[config.mk]
export PLATFORM = sky130hd
export DESIGN_NAME = vga_scale_addr_gen
export DESIGN_NICKNAME = d
export VERILOG_FILES = /design/src/rtl/vga_scale_addr_gen.sv
export SDC_FILE = /design/constraint.sdc
export NUM_CORES = 1
export LEC_CHECK = 0
export BUFFER_PORTS_ARGS = -buffer_cell sky130_fd_sc_hd__buf_2
export CAP_MARGIN = 40
export CORE_UTILIZATION = 65
export CTS_CLUSTER_SIZE = 24
export DETAILED_ROUTE_END_ITERATION = 12
export HOLD_SLACK_MARGIN = 0.1
export PLACE_DENSITY_LB_ADDON = 0.05
export SLEW_MARGIN = 30
export SYNTH_ARGS = -nofsm -noshare
export SYNTH_HDL_FRONTEND = slang
export SYNTH_SLANG_ARGS = --single-unit
[constraint.sdc]
create_clock -name CLK -period 20.4 [get_ports CLK]
set_clock_uncertainty 0.1 [all_clocks]
set_input_delay 1.02 -clock CLK [delete_from_list [all_inputs] [get_ports CLK]]
set_output_delay 1.02 -clock CLK [all_outputs]
set_load 0.05 [all_outputs]
[src/rtl/vga_scale_addr_gen.sv]
// Scaled BRAM read-address generator for a VGA frame buffer.
// Walks a source image with fixed-point column/row steps, clamps at the
// source edges and emits a registered BRAM address one cycle after each event.
// LINE_START and FRAME_START are registered, so they appear one cycle after
// the HS edge / first VS cycle, aligned with BRAM_ADDR.
// Freeze mode (MODE 2/3) leaves the walk counters untouched and pins the
// address to the frame's base.
module vga_scale_addr_gen #(
    parameter int unsigned ADDR_W = 14,
    parameter int unsigned FRAC_W = 8,
    parameter int unsigned SRC_W  = 128,
    parameter int unsigned SRC_H  = 100
) (
    input  logic              CLK,
    input  logic              RESET_N,
    input  logic              ENABLE,
    input  logic              VGA_HS,
    input  logic              VGA_VS,
    input  logic              VGA_VISIBLE,
    input  logic              VGA_VISIBLE_Y,
    input  logic [1:0]        MODE,
    input  logic [FRAC_W+1:0] X_STEP,
    input  logic [FRAC_W+1:0] Y_STEP,
    input  logic [ADDR_W-1:0] BASE_ADDR,
    input  logic [ADDR_W-1:0] STRIDE,
    output logic [ADDR_W-1:0] BRAM_ADDR,
    output logic              LINE_START,
    output logic              FRAME_START
);

    localparam int unsigned STEP_W = FRAC_W + 2;
    localparam int unsigned ACC_W  = FRAC_W + 3;
    localparam int unsigned COL_W  = (SRC_W > 1) ? $clog2(SRC_W) : 1;
    localparam int unsigned ROW_W  = (SRC_H > 1) ? $clog2(SRC_H) : 1;
    localparam int unsigned COLX_W = COL_W + 3;
    localparam int unsigned ROWX_W = ROW_W + 3;

    localparam logic [STEP_W-1:0] ONE_STEP = {2'b01, {FRAC_W{1'b0}}};
    localparam logic [COL_W-1:0]  COL_MAX  = COL_W'(SRC_W - 1);
    localparam logic [ROW_W-1:0]  ROW_MAX  = ROW_W'(SRC_H - 1);

    // Frame-latched copies of the programming inputs
    logic [1:0]        mode_q, mode_d;
    logic [STEP_W-1:0] x_step_q, x_step_d;
    logic [STEP_W-1:0] y_step_q, y_step_d;
    logic [ADDR_W-1:0] base_q, base_d;
    logic [ADDR_W-1:0] stride_q, stride_d;

    // Walk state
    logic              old_hs_q, old_hs_d;
    logic              old_vs_q, old_vs_d;
    logic              first_line_q, first_line_d;
    logic [ROW_W-1:0]  row_q, row_d;
    logic [COL_W-1:0]  col_q, col_d;
    logic [FRAC_W-1:0] x_acc_q, x_acc_d;
    logic [FRAC_W-1:0] y_acc_q, y_acc_d;
    logic [ADDR_W-1:0] row_base_q, row_base_d;
    logic [ADDR_W-1:0] addr_q, addr_d;
    logic              line_start_q, line_start_d;
    logic              frame_start_q, frame_start_d;

    // Datapath intermediates
    logic              hs_edge_c;
    logic              freeze_c;
    logic [STEP_W-1:0] x_step_c, y_step_c;
    logic [ACC_W-1:0]  x_sum_c, y_sum_c;
    logic [COLX_W-1:0] col_sum_c;
    logic [COL_W-1:0]  col_next_c;
    logic [ROWX_W-1:0] row_sum_c;
    logic [ROW_W-1:0]  row_next_c;
    logic [2:0]        row_delta_c;
    logic [ADDR_W-1:0] stride_add_c;
    logic [ADDR_W-1:0] addr_col_c;

    // Step accumulation, edge clamping and shift-add row-base advance
    always_comb begin
        hs_edge_c   = old_hs_q & ~VGA_HS;
        freeze_c    = mode_q[1];
        x_step_c    = (mode_q == 2'd1) ? ONE_STEP : x_step_q;
        y_step_c    = (mode_q == 2'd1) ? ONE_STEP : y_step_q;
        x_sum_c     = {3'b000, x_acc_q} + {1'b0, x_step_c};
        y_sum_c     = {3'b000, y_acc_q} + {1'b0, y_step_c};
        col_sum_c   = {3'b000, col_q} + COLX_W'(x_sum_c[ACC_W-1:FRAC_W]);
        col_next_c  = (col_sum_c > {3'b000, COL_MAX}) ? COL_MAX : col_sum_c[COL_W-1:0];
        row_sum_c   = {3'b000, row_q} + ROWX_W'(y_sum_c[ACC_W-1:FRAC_W]);
        row_next_c  = (row_sum_c > {3'b000, ROW_MAX}) ? ROW_MAX : row_sum_c[ROW_W-1:0];
        row_delta_c = 3'(row_next_c - row_q);
        stride_add_c = (row_delta_c[0] ? stride_q : '0)
                     + (row_delta_c[1] ? (stride_q << 1) : '0)
                     + (row_delta_c[2] ? (stride_q << 2) : '0);
        addr_col_c  = row_base_q + ADDR_W'(col_q);
    end

    // Per-cycle event priority: VS, visible-line HS edge, visible pixel, hold
    always_comb begin
        mode_d        = mode_q;
        x_step_d      = x_step_q;
        y_step_d      = y_step_q;
        base_d        = base_q;
        stride_d      = stride_q;
        old_hs_d      = old_hs_q;
        old_vs_d      = old_vs_q;
        first_line_d  = first_line_q;
        row_d         = row_q;
        col_d         = col_q;
        x_acc_d       = x_acc_q;
        y_acc_d       = y_acc_q;
        row_base_d    = row_base_q;
        addr_d        = addr_q;
        line_start_d  = 1'b0;
        frame_start_d = 1'b0;

        if (ENABLE) begin
            old_hs_d      = VGA_HS;
            old_vs_d      = VGA_VS;
            frame_start_d = VGA_VS & ~old_vs_q;

            if (VGA_VS) begin
                mode_d       = MODE;
                x_step_d     = X_STEP;
                y_step_d     = Y_STEP;
                base_d       = BASE_ADDR;
                stride_d     = STRIDE;
                row_d        = '0;
                col_d        = '0;
                x_acc_d      = '0;
                y_acc_d      = '0;
                row_base_d   = BASE_ADDR;
                addr_d       = BASE_ADDR;
                first_line_d = 1'b1;
            end else if (hs_edge_c && VGA_VISIBLE_Y) begin
                line_start_d = 1'b1;
                if (freeze_c) begin
                    addr_d = base_q;
                end else if (first_line_q) begin
                    first_line_d = 1'b0;
                    col_d        = '0;
                    x_acc_d      = '0;
                    addr_d       = row_base_q;
                end else begin
                    y_acc_d    = y_sum_c[FRAC_W-1:0];
                    row_d      = row_next_c;
                    row_base_d = row_base_q + stride_add_c;
                    col_d      = '0;
                    x_acc_d    = '0;
                    addr_d     = row_base_q + stride_add_c;
                end
            end else if (VGA_VISIBLE) begin
                if (freeze_c) begin
                    addr_d = base_q;
                end else begin
                    addr_d  = addr_col_c;
                    x_acc_d = x_sum_c[FRAC_W-1:0];
                    col_d   = col_next_c;
                end
            end
        end
    end

    // State register with asynchronous active-low reset
    always_ff @(posedge CLK or negedge RESET_N) begin
        if (!RESET_N) begin
            mode_q        <= '0;
            x_step_q      <= '0;
            y_step_q      <= '0;
            base_q        <= '0;
            stride_q      <= '0;
            old_hs_q      <= 1'b0;
            old_vs_q      <= 1'b0;
            first_line_q  <= 1'b1;
            row_q         <= '0;
            col_q         <= '0;
            x_acc_q       <= '0;
            y_acc_q       <= '0;
            row_base_q    <= '0;
            addr_q        <= '0;
            line_start_q  <= 1'b0;
            frame_start_q <= 1'b0;
        end else begin
            mode_q        <= mode_d;
            x_step_q      <= x_step_d;
            y_step_q      <= y_step_d;
            base_q        <= base_d;
            stride_q      <= stride_d;
            old_hs_q      <= old_hs_d;
            old_vs_q      <= old_vs_d;
            first_line_q  <= first_line_d;
            row_q         <= row_d;
            col_q         <= col_d;
            x_acc_q       <= x_acc_d;
            y_acc_q       <= y_acc_d;
            row_base_q    <= row_base_d;
            addr_q        <= addr_d;
            line_start_q  <= line_start_d;
            frame_start_q <= frame_start_d;
        end
    end

    assign BRAM_ADDR   = addr_q;
    assign LINE_START  = line_start_q;
    assign FRAME_START = frame_start_q;

endmodule

==> results.txt <==
----------------------------------------------------
[CTS]
  Root buf cell ... sky130_fd_sc_hd__clkbuf_16
  Post-CTS setup repair buffer count ... 0
  Clock H-tree levels ... 4
  Post-CTS clock slew at the launch and capture registers of the worst setup and hold paths ... 0.06 ns
  Clock tree from TritonCTS ... yes
  Maximum root-to-sink buffer count ... 2
  Worst-Skew Late Latency ... 0.42 ns
  Num CTS Buffers ... 17
  Clock Sinks ... 113
  Post-CTS Hold Buffers ... 0
  Number of gates given a new drive strength after cts ... 0

[Cells and area]
  Area occupied by multi-input gates ... 4570 sq um
  Total of fill cells in the finished design ... 784
  # nets final ... 1015
  Final std cells w/o fill ... 1042
  Syn-to-layout area delta ... 14.8%
  Final antenna diode count ... 0
  Layout Utilization ... 77.3%
  Layout cell share with drive strength beyond 1 ... 20.4%
  Most common library cell in the layout ignoring fill and taps ... sky130_fd_sc_hd__dfrtp_1
  Commonest non-fill, non-tap cells in the layout ... 112 x sky130_fd_sc_hd__dfrtp_1, 73 x sky130_fd_sc_hd__nand2_1, 72 x sky130_fd_sc_hd__buf_2
  Area occupied by registers ... 2830 sq um

[Synthesis]
  Synth top area share ... 36.1%
  Syn_area_per_cell ... 9.50 sq um
  Cell Area, Synth ... 7760 sq um
  Number of unique standard cell types used by synthesis ... 56
  Yosys warnings ... 0
  Async set-or-reset flop fraction in the synthesized netlist ... 100%
  Count of state elements after synthesis ... 113
  Flip-flop cell with the highest count after synthesis ... sky130_fd_sc_hd__dfrtp_1
  Sequential fraction of the synthesis area ... 36.5%
  Number of cells produced by synthesis ... 817
  Cell types occupying the most area after synthesis ... sky130_fd_sc_hd__dfrtp_1 36%, sky130_fd_sc_hd__fa_1 7.7%, sky130_fd_sc_hd__mux2_2 7.4%, sky130_fd_sc_hd__ha_1 6.8%, sky130_fd_sc_hd__nand2_1 3.6%
  Synth Net Count ... 946
  Cell type contributing the most total cell area after synthesis ... sky130_fd_sc_hd__dfrtp_1
  Number of enable-type register cells in the synthesized netlist ... 0

[Outcome]
  Violations in the final reports ... DRC
  Outcome ... finished with violations

[Drt]
  Wirelength, routed ... 18.5 mm
  Total number of vias ... 6443
  Violation count after the first detailed-routing iteration ... 468
  Post-route DRC violation count ... 4
  Routed via count divided by cell count ... 6.18
  1st-pass router iterations ... 10
  Remaining number of nets flagged by the antenna check after routing ... 0
  Routed len/inst ... 17.7 um

[Setup path]
  Standard cell with the maximum stage delay on the critical path ... sky130_fd_sc_hd__fa_1
  CP arrival ... 9.44 ns
  Critical path fanouts, max ... 20
  CP bufs+invs ... 3
  Maximum single-stage delay on the critical path ... 0.66 ns
  Critical path required time ... 20.58 ns
  Cell type group with the largest total delay on the critical path ... compound AO/OA/AOI/OAI gates
  Critical Path Sink Type ... register
  Startpoint types ... register
  Type of the worst setup path ... register to register

[Floorplanning]
  Chip width ... 111 um
  Vertical extent of the die ... 111 um
  I/O Pins ... 73
  Initial core utilization ... 67.4%
  Area of the die ... 12400 sq um
  Core area ... 11500 sq um
  Cell row count ... 39

[Global route]
  Global-route wire length before repair ... 31.1 mm
  Vias in the first global route ... 6581
  Global routing usage summed across all routing layers ... 32.0%
  Initial antenna violation count ... 1
  GR Overflow Total ... 0
  Maximum number of pins on one net before global-route repair ... 44

[STA]
  Min cycle time layout ... 9.26 ns
  FMAX ... 0.108 GHz
  Unrepaired setup endpoints after global routing ... false
  Final WS setup ... 11.14 ns
  Final number of hold-violating endpoints ... 0
  Final total negative setup slack ... 0 ns
  Setup violators final ... 0
  Count of pins over their slew limit ... 0
  Post-route clock period utilization ... 45.4%
  Worst Max-Slew Pin Slew ... 0.829 ns
  Worst-case headroom to the max-slew limit ... 44.7%

[Placed design]
  Dpl hpwl ... 13.0 mm
  Inst Count DP ... 1006
  Count of buffers inserted at the top-level ports ... 72
  GPL Wtd Cong ... 0.938
  Placement Setup Slack ... 10.73 ns

[Min path]
  Class of the worst hold path ... register to register

[Flow run]
  Number of max-cap violations ... 0

----------------------------------------------------
[registers in the layout (all words and copies together) (netlist names)]
| signal | count |
|---|---|
| row_base_q | 14 |
| y_step_q | 10 |
| stride_q | 14 |
| mode_q | 2 |
| x_acc_q | 8 |
| col_q | 7 |
| old_hs_q | 1 |
| row_q | 7 |
| y_acc_q | 8 |
| FRAME_START | 1 |
| x_step_q | 10 |
| first_line_q | 1 |
| LINE_START | 1 |
| base_q | 14 |
| old_vs_q | 1 |
| BRAM_ADDR | 14 |
[area by class of cell]
| cell class | instances | share of cell area (%) |
|---|---|---|
| Tap cell | 143 | 2.01 |
| Clock inverter | 13 | 1.53 |
| Timing Repair Buffer | 86 | 5.55 |
| Clock buffer | 19 | 5.08 |
| Sequential cell | 113 | 31.8 |
| Multi-Input combinational cell | 603 | 51.3 |
| Inverter | 65 | 2.74 |
[final timing paths]
kind	from	endpoint	slack [ns]	cells past startpoint
hold / removal	old_vs_q	FRAME_START	0.34	1
min in group asynchronous	RESET_N	x_acc_q[0]	0.50	1
hold reg to reg	old_vs_q	FRAME_START	0.34	1
setup reg to reg	mode_q[1]	BRAM_ADDR[12]	11.14	36
setup / recovery	mode_q[1]	BRAM_ADDR[12]	11.14	36
max in group asynchronous	RESET_N	first_line_q	18.57	3
[per-stage QoR]
stage	cell area, sq um	hold WS, ns
after global routing	8910	0.357
final	8910	0.335
after detailed placement	8270	0.334
after global placement	8240	0.321
after floorplan	7760	0.303
after CTS	8860	0.340
[worst reg2reg max path: cells and delay by family, from the launching register on]
family	cells	cell delay (ns)
compound gates	19	3.46
buf+inv	3	0.22
mux	1	0.39
simple gates	6	1.78
flops	1	0.42
fa+ha+maj	7	2.74
[cells in the mapped netlist (4+ instances only)]
| library cell | count |
|---|---|
| sky130_fd_sc_hd__a211oi_1 | 9 |
| sky130_fd_sc_hd__a21boi_0 | 5 |
| sky130_fd_sc_hd__a21o_1 | 10 |
| sky130_fd_sc_hd__a21oi_1 | 55 |
| sky130_fd_sc_hd__a221oi_1 | 4 |
| sky130_fd_sc_hd__a22o_1 | 18 |
| sky130_fd_sc_hd__a31oi_1 | 5 |
| sky130_fd_sc_hd__and2_1 | 24 |
| sky130_fd_sc_hd__and3_1 | 4 |
| sky130_fd_sc_hd__buf_1 | 5 |
| sky130_fd_sc_hd__clkbuf_1 | 30 |
| sky130_fd_sc_hd__dfrtp_1 | 112 |
| sky130_fd_sc_hd__fa_1 | 30 |
| sky130_fd_sc_hd__ha_1 | 42 |
| sky130_fd_sc_hd__inv_1 | 65 |
| sky130_fd_sc_hd__mux2_2 | 51 |
| sky130_fd_sc_hd__mux2i_1 | 7 |
| sky130_fd_sc_hd__nand2_1 | 74 |
| sky130_fd_sc_hd__nand2b_1 | 19 |
| sky130_fd_sc_hd__nand3_1 | 13 |
| sky130_fd_sc_hd__nor2_1 | 49 |
| sky130_fd_sc_hd__nor2b_1 | 16 |
| sky130_fd_sc_hd__nor3_1 | 5 |
| sky130_fd_sc_hd__o2111ai_1 | 4 |
| sky130_fd_sc_hd__o211ai_1 | 5 |
| sky130_fd_sc_hd__o21a_1 | 5 |
| sky130_fd_sc_hd__o21ai_0 | 54 |
| sky130_fd_sc_hd__o21ai_1 | 6 |
| sky130_fd_sc_hd__o21bai_1 | 7 |
| sky130_fd_sc_hd__o22ai_1 | 8 |
| sky130_fd_sc_hd__o31ai_1 | 12 |
| sky130_fd_sc_hd__or3_1 | 6 |
| sky130_fd_sc_hd__xnor2_1 | 19 |
| sky130_fd_sc_hd__xor2_1 | 9 |
[routing by layer]
metal / part of all wire [%] / up-vias / GRT usage (%) / wire length, um
met5: 0.054 / - / 0 / 10
met3: 7.7 / 42 / 6.94 / 1430
met2: 49 / 242 / 54.0 / 9050
li1: - / 2987 / - / -
met4: 2.2 / 2 / 12.1 / 405
met1: 41 / 3170 / 40.3 / 7570
[logic make-up after synthesis]
kind of cell,count (synthesis),synth area share [%]
AND/OR/NAND/NOR,220,13.7
flip-flops,113,36.5
AO/OA/AOI/OAI,223,18.5
adder cells (fa/ha/maj),72,14.5
buffers and inverters,101,4.90
multiplexers,59,8.48
XOR/XNOR,29,3.45
Power is not shown: default switching activity piles up to over one toggle a cycle in this logic, so the estimate is an artifact.
